File: src/rtl/io_fcs_pkg.sv
// io_fcs_pkg: shared state encoding, FCS/GAP constants and the byte-wise CRC-32 step.
package io_fcs_pkg;

    localparam int unsigned FCS_BYTES = 4;
    localparam int unsigned GAP_CYC   = 12;
    localparam int unsigned FCS_IDX_W = 3;
    localparam int unsigned GAP_CNT_W = 4;
    localparam int unsigned FRM_CNT_W = 16;

    localparam logic [31:0] CRC_SEED = 32'hFFFF_FFFF;
    localparam logic [31:0] CRC_POLY = 32'hEDB8_8320;

    typedef enum logic [1:0] {
        ST_IDLE = 2'd0,
        ST_DATA = 2'd1,
        ST_FCS  = 2'd2,
        ST_GAP  = 2'd3
    } fcs_state_e;

    // One output beat: framing flags plus the byte.
    typedef struct packed {
        logic       sop;
        logic       eop;
        logic [7:0] data;
    } fcs_beat_t;

    // Reflected CRC-32 update over one byte, LSB first.
    function automatic logic [31:0] crc32_byte(input logic [31:0] crc, input logic [7:0] din);
        logic [31:0] c;
        c = crc;
        for (int i = 0; i < 8; i++) begin
            c = (c[0] ^ din[i]) ? ((c >> 1) ^ CRC_POLY) : (c >> 1);
        end
        return c;
    endfunction

endpackage

File: src/rtl/io_fcs32.sv
// io_fcs32: byte-wise CRC-32 engine; crc_dout holds the complemented CRC
// byte-swapped so that [31:24] is the first byte on the wire.
module io_fcs32
    import io_fcs_pkg::*;
(
    input  logic        clk,
    input  logic        rst_n,
    input  logic [7:0]  crc_din,
    input  logic        crc_sop,
    input  logic        crc_din_vld,
    input  logic        crc_cap,
    output logic [31:0] crc_dout
);

    logic [31:0] r_crc;
    logic [31:0] r_dout;
    logic [31:0] w_crc_nxt;
    logic [31:0] w_fcs;

    assign w_crc_nxt = crc32_byte(r_crc, crc_din);
    assign w_fcs     = ~w_crc_nxt;
    assign crc_dout  = r_dout;

    // Running CRC: advance on each byte, reseed between frames.
    always_ff @(posedge clk or negedge rst_n) begin
        if (!rst_n) begin
            r_crc <= CRC_SEED;
        end else if (crc_din_vld) begin
            r_crc <= w_crc_nxt;
        end else if (crc_sop) begin
            r_crc <= CRC_SEED;
        end
    end

    // Capture the final FCS together with the last frame byte.
    always_ff @(posedge clk or negedge rst_n) begin
        if (!rst_n) begin
            r_dout <= '0;
        end else if (crc_din_vld && crc_cap) begin
            r_dout <= {w_fcs[7:0], w_fcs[15:8], w_fcs[23:16], w_fcs[31:24]};
        end
    end

endmodule

File: src/rtl/io_fcs_tx_frm.sv
// io_fcs_tx_frm: forwards a framed byte stream and appends a 4-byte CRC-32 FCS.
// Optional inter-frame gap of GAP_CYC idle cycles when FCS_TX_GAP_EN is defined.
module io_fcs_tx_frm
    import io_fcs_pkg::*;
(
    input  logic                 clk_sys,
    input  logic                 rst_sys,
    input  logic [7:0]           s_data,
    input  logic                 s_vld,
    input  logic                 s_sop,
    input  logic                 s_eop,
    output logic                 s_rdy,
    output logic [7:0]           m_data,
    output logic                 m_vld,
    output logic                 m_sop,
    output logic                 m_eop,
    input  logic                 m_rdy,
    output logic [FRM_CNT_W-1:0] frm_cnt,
    output logic                 err_pls
);

    fcs_state_e             r_state;
    fcs_state_e             w_state_nxt;
    fcs_beat_t              r_beat;
    logic                   r_m_vld;
    logic                   r_rdy_en;
    logic                   r_err;
    logic [FCS_IDX_W-1:0]   r_fcs_idx;
    logic [FRM_CNT_W-1:0]   r_frm_cnt;

    logic                   w_load;
    logic                   w_src_st;
    logic                   w_acc;
    logic                   w_fwd;
    logic                   w_err;
    logic                   w_fcs_load;
    logic                   w_fcs_done;
    logic [7:0]             w_fcs_byte;
    logic [31:0]            w_crc_dout;
    logic                   w_crc_sop;
    logic                   w_crc_vld;
    logic                   w_crc_cap;
    logic                   w_rst_n;

    // Output register may take a new beat when empty or being drained.
    assign w_load     = !r_m_vld || m_rdy;
    assign w_src_st   = (r_state == ST_IDLE) || (r_state == ST_DATA);
    // r_rdy_en keeps s_rdy low until the first edge after reset release.
    assign s_rdy      = r_rdy_en && w_src_st && w_load;
    assign w_acc      = s_vld && s_rdy;
    assign w_fwd      = w_acc && ((r_state == ST_DATA) || s_sop);
    assign w_err      = w_acc && ((r_state == ST_IDLE) ? !s_sop : s_sop);
    assign w_fcs_load = (r_state == ST_FCS) && w_load && (r_fcs_idx < FCS_IDX_W'(FCS_BYTES));
    assign w_fcs_done = (r_state == ST_FCS) && r_m_vld && m_rdy && r_beat.eop;

    // CRC stays seeded whenever no frame is in progress.
    assign w_crc_sop  = (r_state != ST_DATA) && !w_fwd;
    assign w_crc_vld  = w_fwd;
    assign w_crc_cap  = w_fwd && s_eop;
    assign w_rst_n    = ~rst_sys;

    assign m_data     = r_beat.data;
    assign m_sop      = r_beat.sop;
    assign m_eop      = r_beat.eop;
    assign m_vld      = r_m_vld;
    assign frm_cnt    = r_frm_cnt;
    assign err_pls    = r_err;

    io_fcs32 u_fcs32 (
        .clk         (clk_sys),
        .rst_n       (w_rst_n),
        .crc_din     (s_data),
        .crc_sop     (w_crc_sop),
        .crc_din_vld (w_crc_vld),
        .crc_cap     (w_crc_cap),
        .crc_dout    (w_crc_dout)
    );

    // Select the FCS byte to emit, most significant first.
    always_comb begin
        w_fcs_byte = w_crc_dout[31:24];
        case (r_fcs_idx[1:0])
            2'd1:    w_fcs_byte = w_crc_dout[23:16];
            2'd2:    w_fcs_byte = w_crc_dout[15:8];
            2'd3:    w_fcs_byte = w_crc_dout[7:0];
            default: w_fcs_byte = w_crc_dout[31:24];
        endcase
    end

`ifdef FCS_TX_GAP_EN
    logic [GAP_CNT_W-1:0] r_gap_cnt;
    logic                 w_gap_end;

    assign w_gap_end = (r_gap_cnt == GAP_CNT_W'(GAP_CYC - 1));

    // Counts cycles spent in GAP.
    always_ff @(posedge clk_sys or posedge rst_sys) begin
        if (rst_sys) begin
            r_gap_cnt <= '0;
        end else if (r_state == ST_GAP) begin
            r_gap_cnt <= r_gap_cnt + GAP_CNT_W'(1);
        end else begin
            r_gap_cnt <= '0;
        end
    end
`endif

    // State register.
    always_ff @(posedge clk_sys or posedge rst_sys) begin
        if (rst_sys) begin
            r_state <= ST_IDLE;
        end else begin
            r_state <= w_state_nxt;
        end
    end

    // Next-state logic.
    always_comb begin
        w_state_nxt = r_state;
        case (r_state)
            ST_IDLE: begin
                if (w_fwd) begin
                    w_state_nxt = s_eop ? ST_FCS : ST_DATA;
                end
            end
            ST_DATA: begin
                if (w_acc && s_eop) begin
                    w_state_nxt = ST_FCS;
                end
            end
            ST_FCS: begin
                if (w_fcs_done) begin
`ifdef FCS_TX_GAP_EN
                    w_state_nxt = ST_GAP;
`else
                    w_state_nxt = ST_IDLE;
`endif
                end
            end
`ifdef FCS_TX_GAP_EN
            ST_GAP: begin
                if (w_gap_end) begin
                    w_state_nxt = ST_IDLE;
                end
            end
`endif
            default: w_state_nxt = ST_IDLE;
        endcase
    end

    // Output register: payload byte, then FCS bytes; holds while stalled.
    always_ff @(posedge clk_sys or posedge rst_sys) begin
        if (rst_sys) begin
            r_m_vld <= 1'b0;
            r_beat  <= '0;
        end else if (w_load) begin
            if (w_fwd) begin
                r_m_vld     <= 1'b1;
                r_beat.sop  <= (r_state == ST_IDLE);
                r_beat.eop  <= 1'b0;
                r_beat.data <= s_data;
            end else if (w_fcs_load) begin
                r_m_vld     <= 1'b1;
                r_beat.sop  <= 1'b0;
                r_beat.eop  <= (r_fcs_idx == FCS_IDX_W'(FCS_BYTES - 1));
                r_beat.data <= w_fcs_byte;
            end else begin
                r_m_vld    <= 1'b0;
                r_beat.sop <= 1'b0;
                r_beat.eop <= 1'b0;
            end
        end
    end

    // FCS byte index, cleared outside FCS.
    always_ff @(posedge clk_sys or posedge rst_sys) begin
        if (rst_sys) begin
            r_fcs_idx <= '0;
        end else if (r_state != ST_FCS) begin
            r_fcs_idx <= '0;
        end else if (w_fcs_load) begin
            r_fcs_idx <= r_fcs_idx + FCS_IDX_W'(1);
        end
    end

    // Frame counter, error pulse and post-reset ready enable.
    always_ff @(posedge clk_sys or posedge rst_sys) begin
        if (rst_sys) begin
            r_frm_cnt <= '0;
            r_err     <= 1'b0;
            r_rdy_en  <= 1'b0;
        end else begin
            r_err    <= w_err;
            r_rdy_en <= 1'b1;
            if (w_fcs_done) begin
                r_frm_cnt <= r_frm_cnt + FRM_CNT_W'(1);
            end
        end
    end

endmodule

File: config.mk
export PLATFORM = sky130hd
export DESIGN_NAME = io_fcs_tx_frm
export DESIGN_NICKNAME = d
export VERILOG_FILES = /design/src/rtl/io_fcs_pkg.sv /design/src/rtl/io_fcs32.sv /design/src/rtl/io_fcs_tx_frm.sv
export SDC_FILE = /design/constraint.sdc
export NUM_CORES = 1
export LEC_CHECK = 0
export ABC_CLOCK_PERIOD_IN_PS = 9700
export BUFFER_PORTS_ARGS = -buffer_cell sky130_fd_sc_hd__buf_2
export CORE_ASPECT_RATIO = 1.2
export CORE_UTILIZATION = 65
export CTS_CLUSTER_SIZE = 8
export DETAILED_ROUTE_END_ITERATION = 6
export PLACE_DENSITY = 0.91
export REMOVE_ABC_BUFFERS = 1
export SLEW_MARGIN = 5
export SYNTH_ARGS = -nofsm -noshare
export SYNTH_HDL_FRONTEND = slang
export SYNTH_HIERARCHICAL = 1
export SYNTH_SLANG_ARGS = --single-unit
File: constraint.sdc
create_clock -name clk_sys -period 9.7 [get_ports clk_sys]
set_input_delay 1.94 -clock clk_sys [delete_from_list [all_inputs] [get_ports clk_sys]]
set_output_delay 1.94 -clock clk_sys [all_outputs]
set_load 0.1 [all_outputs]
Word level (Yosys, flattened, before mapping)
Cells that the tools add are included.
{ "totals": {"reg_bits": 98, "inputBits": 14, "output_inout_bits": 29, "wordCells": 92} }
{ "classes": {"add_sub_neg": 2, "magnitude_cmp": 1, "n_eq_ne": 11, "muxes": 24, "bitwise": 17, "reduce_logical": 26} }
{ "op_table": {"columns": ["op", "n"], "rows": [
  ["32-bit 2-to-1 mux", 10],
  ["13-bit inverter with 14-bit output", 8],
  ["32-bit inverter", 1],
  ["8-bit one-hot mux with 3 select lines", 1],
  ["16-bit by 1-bit adder with 16-bit output, second input constant", 1],
  ["1-bit logical AND", 14],
  ["10-bit 2-to-1 mux", 1],
  ["2-bit 2-to-1 mux", 4],
  ["8-bit 2-to-1 mux", 1],
  ["1-bit bitwise XOR", 8],
  ["2-bit == test, second input constant", 3],
  ["3-bit 2-to-1 mux", 2],
  ["2-bit by 1-bit inequality test with 1-bit output, second input constant", 3],
  ["2-bit one-hot mux with 3 select lines", 1],
  ["2-bit nonzero test", 3],
  ["2-bit by 1-bit == test with 1-bit output, second input constant", 2],
  ["1-bit 2-to-1 mux", 4],
  ["2-bit inequality test, second input constant", 2],
  ["3-bit by 1-bit adder with 3-bit output, second input constant", 1],
  ["3-bit by 2-bit == test with 1-bit output, second input constant", 1],
  ["1-bit logical NOT", 3],
  ["1-bit logical OR", 3],
  ["3-bit less-than comparator, second input constant", 1],
  ["3-bit AND reduction", 1],
  ["2 further kinds", 2]
]} }

Depth between registers and ports, before layout
Gate-level depths: netlist of the first run.
{ "depth": {"depth_word": 17, "ltp_mapped": 9, "mapped_depth_nobuf": 7} }

Modules after synthesis
The synthesis of the first run kept the hierarchy.
{ "by_module_without_submodules": {"columns": ["module", "n_inst", "cells_each", "area_each_um2", "seq_area_each_um2"], "rows": [
  ["io_fcs32", 1, 272, 3438.3, 1641.6],
  ["io_fcs_tx_frm", 1, 181, 1815.5, 850.8]
]} }

Worst setup path after synthesis of the first run
OpenSTA, ideal clock, no wires.
{ "synth_timing": {"path_kind": "input -> output", "start": "input m_rdy", "end": "output s_rdy", "arrival_ns": 2.881, "t_required_ns": 7.760, "slack_ns": 4.879, "path_stages": 2, "path_buffers": 0, "cell_sequence": "nand2b_1 -> and2_1"} }
{ "synth_via": {"elab_chain_len": 2} }
{ "synth_lines": {"columns": ["item", "line", "text"], "rows": [
  ["start, declared", "io_fcs_tx_frm.sv:17", "input logic m_rdy,"],
  ["1-bit logical OR", "io_fcs_tx_frm.sv:46", "assign w_load = !r_m_vld || m_rdy;"],
  ["1-bit logical AND", "io_fcs_tx_frm.sv:49", "assign s_rdy = r_rdy_en && w_src_st && w_load;"],
  ["end, declared", "io_fcs_tx_frm.sv:12", "output logic s_rdy,"]
]} }
No other way between the ends.

Worst setup path after layout of the first run
Ends and elaborated chain as after synthesis.

==> out/results.tsv, run 1 <==
stage	metric	value	unit
routing	vias	3548	
placement	placed_cell_area	0.00551	mm^2
power	pwr-share-seq	33.3	%
global_route	grt_pass1_wl	18400	um
status	status	finished, violations left	
hold_path	hold_path_class	register to register	
sta	rsz0062_at_grt	no	
sta	timing.final.max_slew_violations	0	
logic_synthesis	synth-edff-count	0	
global_route	overflow	0	
logic_synthesis	synth-seq-cells	98	
cells_and_area	mostFrequentLayoutCells	66 x dfrtp_1, 54 x nand2_1, 42 x buf_2	
global_route	met3_usage	4.91	%
routing	first_pass_iters	7	
floorplan	design.core.area	0.00775	mm^2
critical_path	r2r_cells	5	
logic_synthesis	synthesis.area	0.00525	mm^2
routing	ant_nets	0	
routing	viasPerCell	6.08	
placement	hpwlAfterDp	7370	um
logic_synthesis	ys_types	50	
critical_path	worstSetupStartpoint	m_rdy	
power	vdd_ir_drop_max	0.197	mV
critical_path	r2r-end	u_fcs32/r_crc[23]$_DFFE_PN1P_	
sta	clock_skew	9.85	ps
power	p_leak	2.63	nW
floorplan	boundaryPins	43	
logic_synthesis	synth_top_area_share	31.4	%
global_route	grtUsageMet1	35.7	%
floorplan	die_h	100	um
critical_path	criticalPathCategory	primary input to primary output	
clocking	ctsResizeCount	0	
clocking	htreeDepth	3	
run	max-cap-violations	0	
status	violations	design-rule violations	
routing	drtIter0Drc	358	
critical_path	crit_path_end_kind	primary output	
hold_path	hold_depth	1	
sta	slew_headroom	41.7	%
routing	wl_per_cell	18.9	um
routing	drc_errors	10	
clocking	cts_buffers	9	
sta	finalCritPeriodShare	49.0	%
global_route	antenna_found_initial	0	
power	combPwrFrac	53.7	%
placement	place.gp.congestion	0.831	
power	swShare	42.9	%
global_route	grt-busiest-layer	met2	
logic_synthesis	synth-seq-area-share	47.4	%
placement	port_buffers	42	
logic_synthesis	syn_avg_cell_area	11.6	um^2
clocking	clk_path_buf_depth	2	
power	power.switching	0.820	mW
clocking	clock-sinks	98	
cells_and_area	layout_commonest_cell	dfrtp_1	
global_route	grt_pass1_vias	3649	
power	powerDensity	336	mW/mm^2
logic_synthesis	yosysTopAreaCell	dfrtp_1	
critical_path	critPathLaunchType	primary input	
sta	finalHoldViolations	0	
floorplan	placement_rows	35	
cells_and_area	drive_above_1_share	24.4	%
hold_path	min_to	frm_cnt[15]$_DFFE_PP0P_	
logic_synthesis	syn_inst	453	
clocking	cts.reportedPaths.clkPinSlew	100	ps
routing	postRouteWirelength	11100	um
sta	setup_violations	0	
logic_synthesis	yosys_warnings	6	
sta	setup_slack	4950	ps
critical_path	required	7760	ps
logic_synthesis	async_flop_share	100	%
global_route	use_met2	49.4	%
clocking	cts_root_buffer	clkbuf_8	
clocking	clk_latency	370	ps
sta	max_freq	211	MHz
power	p_int	1.09	mW
floorplan	dieWidth	84.1	um
placement	pre_cts_ws	4940	ps
global_route	grt_max_degree	61	
clocking	cts_tree	built	
cells_and_area	stdcell_area	0.00570	mm^2
cells_and_area	nNetsFinal	507	
logic_synthesis	synth.area.top_cells	dfrtp_1 31%, dfstp_2 16%, xnor3_1 7.3%	
critical_path	cp.arrival	2810	ps
sta	worst_slew_pin_slew	875	ps
logic_synthesis	synth_ff_type	dfrtp_1	
floorplan	dieArea	0.00845	mm^2
hold_path	min_from	frm_cnt[15]$_DFFE_PP0P_	
clocking	holdBufCountCts	0	
clocking	post_cts_buffers	0	
critical_path	r2r_slack	6460	ps
global_route	track_usage	28.9	%
cells_and_area	syn2layout_area_growth	8.43	%
sta	setup_tns	0	ps
critical_path	worstReg2RegStart	r_state[1]$_DFFE_PP0P_	
sta	final.min_clock_period	4750	ps
critical_path	crit_fanout	5	
cells_and_area	antenna_cells	0	
floorplan	start_util	67.8	%
power	clkPwrFrac	12.9	%
[power by group through the flow]
stage	combinational (mW)	sequential [mW]	clock (mW)
4_1_cts	1.02	0.636	0.255
2_1_floorplan	0.682	0.771	0
3_3_place_gp	0.989	0.633	0
6_report	1.03	0.638	0.248
5_1_grt	1.09	0.651	0.270
3_5_place_dp	1.01	0.642	0
[worst max-delay path by stage]
stage | cells past startpoint | slack (ps) | endpoint
after floorplan | 2 | 4880 | s_rdy
after global placement | 4 | 4960 | s_rdy
after detailed placement | 6 | 4940 | u_fcs32/r_crc[6]$_DFFE_PN1P_
after CTS | 4 | 4950 | s_rdy
after global routing | 4 | 4900 | s_rdy
final | 4 | 4950 | s_rdy
[cell type report]
class | count | area, um^2
clock inverters | 7 | 60.1
well taps | 92 | 115
repair buffers | 46 | 240
multi-input cells | 317 | 2610
flip-flops and latches | 98 | 2490
inverters | 15 | 57.6
fillers | 499 | 2050
clock buffers | 9 | 124
[critical path, cell delays in order]
cell and delay (ps):
buf_2 100, nand2b_1 200, and2_1 150, buf_2 410
[per-stage QoR]
stage / util, % / std cells / power [mW] / hold WS (ps)
final: 73.5 / 584 / 1.91 / 478
after global routing: 73.5 / 584 / 2.01 / 501
after CTS: 73.5 / 584 / 1.91 / 492
after detailed placement: 71.1 / 568 / 1.65 / 473
after global placement: 71.1 / 568 / 1.62 / 460
after floorplan: - / 430 / 1.45 / 449
[cells in the mapped netlist, drive strengths merged, types with 12 or more instances]
master	instances
nand2	54
inv	14
xnor3	18
or3	18
dfstp	32
o21ai	30
o21a	17
clkbuf	18
xnor2	50
dfrtp	66
xor2	12
nor2	24
[sequential cells by signal, indices dropped and copies added (netlist names)]
| register | cells |
|---|---|
| err_pls | 1 |
| frm_cnt | 16 |
| m_data | 8 |
| m_eop | 1 |
| m_sop | 1 |
| m_vld | 1 |
| r_fcs_idx | 3 |
| r_rdy_en | 1 |
| r_state | 2 |
| u_fcs32/crc_dout | 32 |
| u_fcs32/r_crc | 32 |
[layer usage]
layer / vias up / part of all wire [%]
li1: 1631 / -
met1: 1781 / 40
met2: 108 / 52
met3: 28 / 5.4
met4: 0 / 2.9
met5: - / 0
[logic make-up after synthesis]
group	after synthesis	share of synthesized area, %
fa+ha+maj	6	1.43
compound gates	81	10.5
mux	13	2.60
buf+inv	38	2.93
other cells	1	0.0714
flops	98	47.4
xor+xnor	84	22.7
simple gates	132	12.4
Note: power is estimated with default switching activity, not from simulation.
==> run 2: changes to the inputs <==
--- a/config.mk
+++ b/config.mk
@@ -5,13 +5,14 @@
 export SDC_FILE = /design/constraint.sdc
 export NUM_CORES = 1
 export LEC_CHECK = 0
-export ABC_CLOCK_PERIOD_IN_PS = 9700
+export ABC_AREA = 1
+export ABC_CLOCK_PERIOD_IN_PS = 5000
 export BUFFER_PORTS_ARGS = -buffer_cell sky130_fd_sc_hd__buf_2
 export CORE_ASPECT_RATIO = 1.2
-export CORE_UTILIZATION = 65
+export CORE_UTILIZATION = 61
 export CTS_CLUSTER_SIZE = 8
 export DETAILED_ROUTE_END_ITERATION = 6
-export PLACE_DENSITY = 0.91
+export PLACE_DENSITY = 0.86
 export REMOVE_ABC_BUFFERS = 1
 export SLEW_MARGIN = 5
 export SYNTH_ARGS = -nofsm -noshare
==> constraint.sdc (replaced) <==
create_clock -name clk_sys -period 5 [get_ports clk_sys]
set_input_delay 1 -clock clk_sys [delete_from_list [all_inputs] [get_ports clk_sys]]
set_output_delay 1 -clock clk_sys [all_outputs]
set_load 0.1 [all_outputs]
==> run 2 against run 1 <==
The run now ends clean. Sequential cell count unchanged. Sequential share of layout area decreased by 3.9 points. Cell area increased by 9.7%. Core utilization decreased by 5.0 points. Clock skew increased by 1.5 ps. Clock power increased by 110%. Sequential power increased by 28%.
==> out/results.tsv, run 2 <==
stage	metric	value	unit	change
critical_path	crit_fanout	43		was 5
sta	finalHoldViolations	0		unchanged
sta	rsz0062_at_grt	no		unchanged
clocking	clk_latency	380	ps	was 370 ps
floorplan	placement_rows	38		was 35
sta	setup_violations	0		unchanged
sta	final.min_clock_period	3140	ps	
sta	holdWs	492	ps	was 478 ps
logic_synthesis	ys_types	42		was 50
clocking	cts_buffers	9		unchanged
routing	drtIter0Drc	329		was 358
sta	worst_slew_pin_slew	749	ps	was 875 ps
sta	finalCritPeriodShare	62.7	%	
logic_synthesis	synthesis.area	0.00579	mm^2	was 0.00525 mm^2
hold_path	hold_path_class	register to register		unchanged
power	p_leak	3.24	nW	was 2.63 nW
run	max-cap-violations	0		unchanged
power	power.switching	0.514	mW	was 0.820 mW
sta	timing.final.max_slew_violations	0		unchanged
floorplan	die_h	109	um	was 100 um
hold_path	min_from	u_fcs32/crc_dout[0]$_DFFE_PN0P_		was frm_cnt[15]$_DFFE_PP0P_
clocking	htreeDepth	3		unchanged
power	clkPwrFrac	32.3	%	was 12.9%
clocking	ctsResizeCount	0		unchanged
cells_and_area	layout_commonest_cell	nand2_1		was dfrtp_1
logic_synthesis	syn_inst	741		was 453
global_route	grt_max_degree	62		was 61
routing	vias	4920		was 3,548
sta	clock_skew	11.4	ps	was 9.85 ps
power	pwr-share-seq	50.3	%	was 33.3%
logic_synthesis	syn_avg_cell_area	7.82	um^2	was 11.6 um^2
clocking	cts.reportedPaths.clkPinSlew	100	ps	about the same
cells_and_area	layoutNonFillerInstCount	901		was 584
hold_path	min_to	u_fcs32/crc_dout[0]$_DFFE_PN0P_		was frm_cnt[15]$_DFFE_PP0P_
placement	port_buffers	42		unchanged
logic_synthesis	yosysTopAreaCell	dfrtp_1		unchanged
critical_path	criticalPathCategory	primary input to register		was primary input to primary output
critical_path	critPathMaxStageDelay	540	ps	was 410 ps
clocking	clock-sinks	98		unchanged
logic_synthesis	synth-seq-cells	98		unchanged
routing	drc_errors	0		was 10
sta	slew_headroom	50.1	%	was 41.7%
cells_and_area	stdcell_area	0.00625	mm^2	was 0.00570 mm^2
global_route	antenna_found_initial	0		unchanged
placement	hpwlAfterDp	10000	um	was 7370 um
logic_synthesis	synth-edff-count	0		unchanged
logic_synthesis	synth_ff_type	dfrtp_1		unchanged
critical_path	cp_num_buf_inv	4		was 2
critical_path	cp.arrival	3460	ps	was 2810 ps
floorplan	design.core.area	0.00913	mm^2	was 0.00775 mm^2
cells_and_area	nNetsFinal	796		was 507
routing	ant_nets	0		unchanged
cells_and_area	antenna_cells	0		unchanged
critical_path	cp.depth	10		was 4
clocking	post_cts_buffers	0		unchanged
logic_synthesis	synth.most_common_cell	nand2_1		was dfrtp_1
cells_and_area	fillCellCount	751		was 499
floorplan	dieArea	0.00989	mm^2	was 0.00845 mm^2
critical_path	crit_family	buffers and inverters		unchanged
clocking	clk_path_buf_depth	2		unchanged
power	vdd_ir_drop_max	0.167	mV	was 0.197 mV
cells_and_area	drive_above_1_share	20.4	%	was 24.4%
critical_path	worstReg2RegStart	r_state[1]$_DFFE_PP0P_		unchanged
placement	dp_cells	885		was 568
critical_path	r2r-end	u_fcs32/crc_dout[29]$_DFFE_PN0P_		was u_fcs32/r_crc[23]$_DFFE_PN1P_
cells_and_area	mostFrequentLayoutCells	267 x nand2_1, 77 x inv_1, 66 x dfrtp_1		was 66 x dfrtp_1, 54 x nand2_1, 42 x buf_2
logic_synthesis	synthTopCellsByCount	267 x nand2_1, 78 x inv_1, 66 x dfrtp_1, 60 x nand3_1, 38 x xor2_1		was 66 x dfrtp_1, 54 x nand2_1, 40 x xnor2_1, 32 x dfstp_2, 23 x nor2_1
global_route	track_usage	28.5	%	was 28.9%
power	p_int	1.11	mW	was 1.09 mW
logic_synthesis	async_flop_share	100	%	unchanged
clocking	cts_tree	built		unchanged
critical_path	r2r_slack	2050	ps	was 6460 ps
critical_path	critPathLaunchType	primary input		unchanged
logic_synthesis	synth.area.top_cells	dfrtp_1 29%, nand2_1 17%, dfstp_2 15%		was dfrtp_1 31%, dfstp_2 16%, xnor3_1 7.3%
clocking	cts_root_buffer	clkbuf_8		unchanged
power	combPwrFrac	17.4	%	was 53.7%
clocking	holdBufCountCts	0		unchanged
floorplan	dieWidth	91.0	um	was 84.1 um
routing	viasPerCell	5.46		was 6.08
sta	max_freq	319	MHz	
global_route	grt_pass1_wl	21900	um	was 18,400 um
global_route	grt_pass1_vias	4533		was 3,649
critical_path	required	5320	ps	was 7760 ps
floorplan	boundaryPins	43		unchanged
routing	first_pass_iters	7		unchanged
power	powerDensity	259	mW/mm^2	was 336 mW/mm^2
routing	postRouteWirelength	13500	um	was 11,100 um
placement	place.gp.congestion	0.895		was 0.831
status	status	finished clean		was finished, violations left
critical_path	cp_slowest_cell	inv_2		was buf_2
logic_synthesis	yosys_warnings	6		unchanged
placement	placed_cell_area	0.00606	mm^2	was 0.00551 mm^2
critical_path	path_cells	buf_2, nor2_4, nor2_4, nand3_4, inv_2, nand2_1, buf_4, inv_1, nand3_1, nand2_1		was buf_2, nand2b_1, and2_1, buf_2
power	swShare	31.7	%	was 42.9%
hold_path	hold_depth	2		was 1
cells_and_area	syn2layout_area_growth	7.88	%	was 8.43%
floorplan	start_util	63.5	%	was 67.8%
critical_path	crit_path_end_kind	register		was primary output
logic_synthesis	synth-seq-area-share	43.0	%	was 47.4%
sta	setup_tns	0	ps	unchanged
global_route	overflow	0		unchanged
critical_path	r2r_cells	10		was 5
routing	wl_per_cell	15.0	um	was 18.9 um
logic_synthesis	synth_top_area_share	28.5	%	was 31.4%
run 2: cell types whose count changed after synthesis, moves of 26 or more:
cell	change
nand2_1	+213
inv_1	+65
nand3_1	+52
nand2_2	+28
xor2_1	+28
xnor2_1	-26
run 2: worst min-delay path, cell delays in order (launching register included):
cell     delay (ps)
dfrtp_1         360
nand2_1          50
nand2_1          60
run 2: cells by family (layout without fill, tap and decap cells):
kind of cell | count (synthesis) | after routing | share of synthesized area [%]
XOR/XNOR | 57 | 57 | 9.46
buffers and inverters | 106 | 146 | 7.71
AND/OR/NAND/NOR | 429 | 429 | 34.2
AO/OA/AOI/OAI | 44 | 44 | 4.28
adder cells (fa/ha/maj) | 6 | 6 | 1.30
other | 1 | 1 | 0.0647
flip-flops | 98 | 98 | 43.0
run 2: per-stage QoR:
stage	utilization, %	power, mW	worst slack (ps)
after detailed placement	66.3	1.11	1490
after global placement	66.3	1.10	1660
final	68.5	1.62	1860
after CTS	68.5	1.62	1880
after global routing	68.5	1.68	1630
after floorplan	-	1.04	1110
run 2: worst max path at each step:
| stage | from | to | slack, ps |
|---|---|---|---|
| after CTS | m_rdy | u_fcs32/crc_dout[22]$_DFFE_PN0P_ | 1880 |
| after global routing | m_rdy | u_fcs32/crc_dout[10]$_DFFE_PN0P_ | 1630 |
| after detailed placement | m_rdy | u_fcs32/crc_dout[22]$_DFFE_PN0P_ | 1490 |
| after floorplan | m_rdy | u_fcs32/crc_dout[10]$_DFFE_PN0P_ | 1110 |
| final | m_rdy | u_fcs32/crc_dout[29]$_DFFE_PN0P_ | 1860 |
| after global placement | m_rdy | u_fcs32/r_crc[14]$_DFFE_PN1P_ | 1660 |
run 2: per-layer routing:
layer  global-route usage, %  vias up  wire, um
met5                       0        -         0
met4                    11.7        0       340
met3                    4.39       31       760
met2                    48.4      169      6640
met1                    37.0     2361      5750
li1                        -     2359         -
run 2: power groups by stage:
stage          registers [mW]  logic [mW]  clock network (mW)
2_1_floorplan           0.885       0.154                   0
3_3_place_gp            0.829       0.271                   0
3_5_place_dp            0.829       0.277                   0
4_1_cts                 0.815       0.279               0.530
5_1_grt                 0.817       0.305               0.554
6_report                0.815       0.282               0.524
run 2: layout make-up:
class | count | area, um^2 | share of cell area [%]
Multi-Input combinational cell | 537 | 2860 | 45.7
Clock buffer | 10 | 128 | 2.04
Clock inverter | 6 | 67.6 | 1.08
Tap cell | 120 | 150 | 2.40
Inverter | 86 | 333 | 5.32
Sequential cell | 98 | 2490 | 39.9
Timing Repair Buffer | 44 | 225 | 3.60
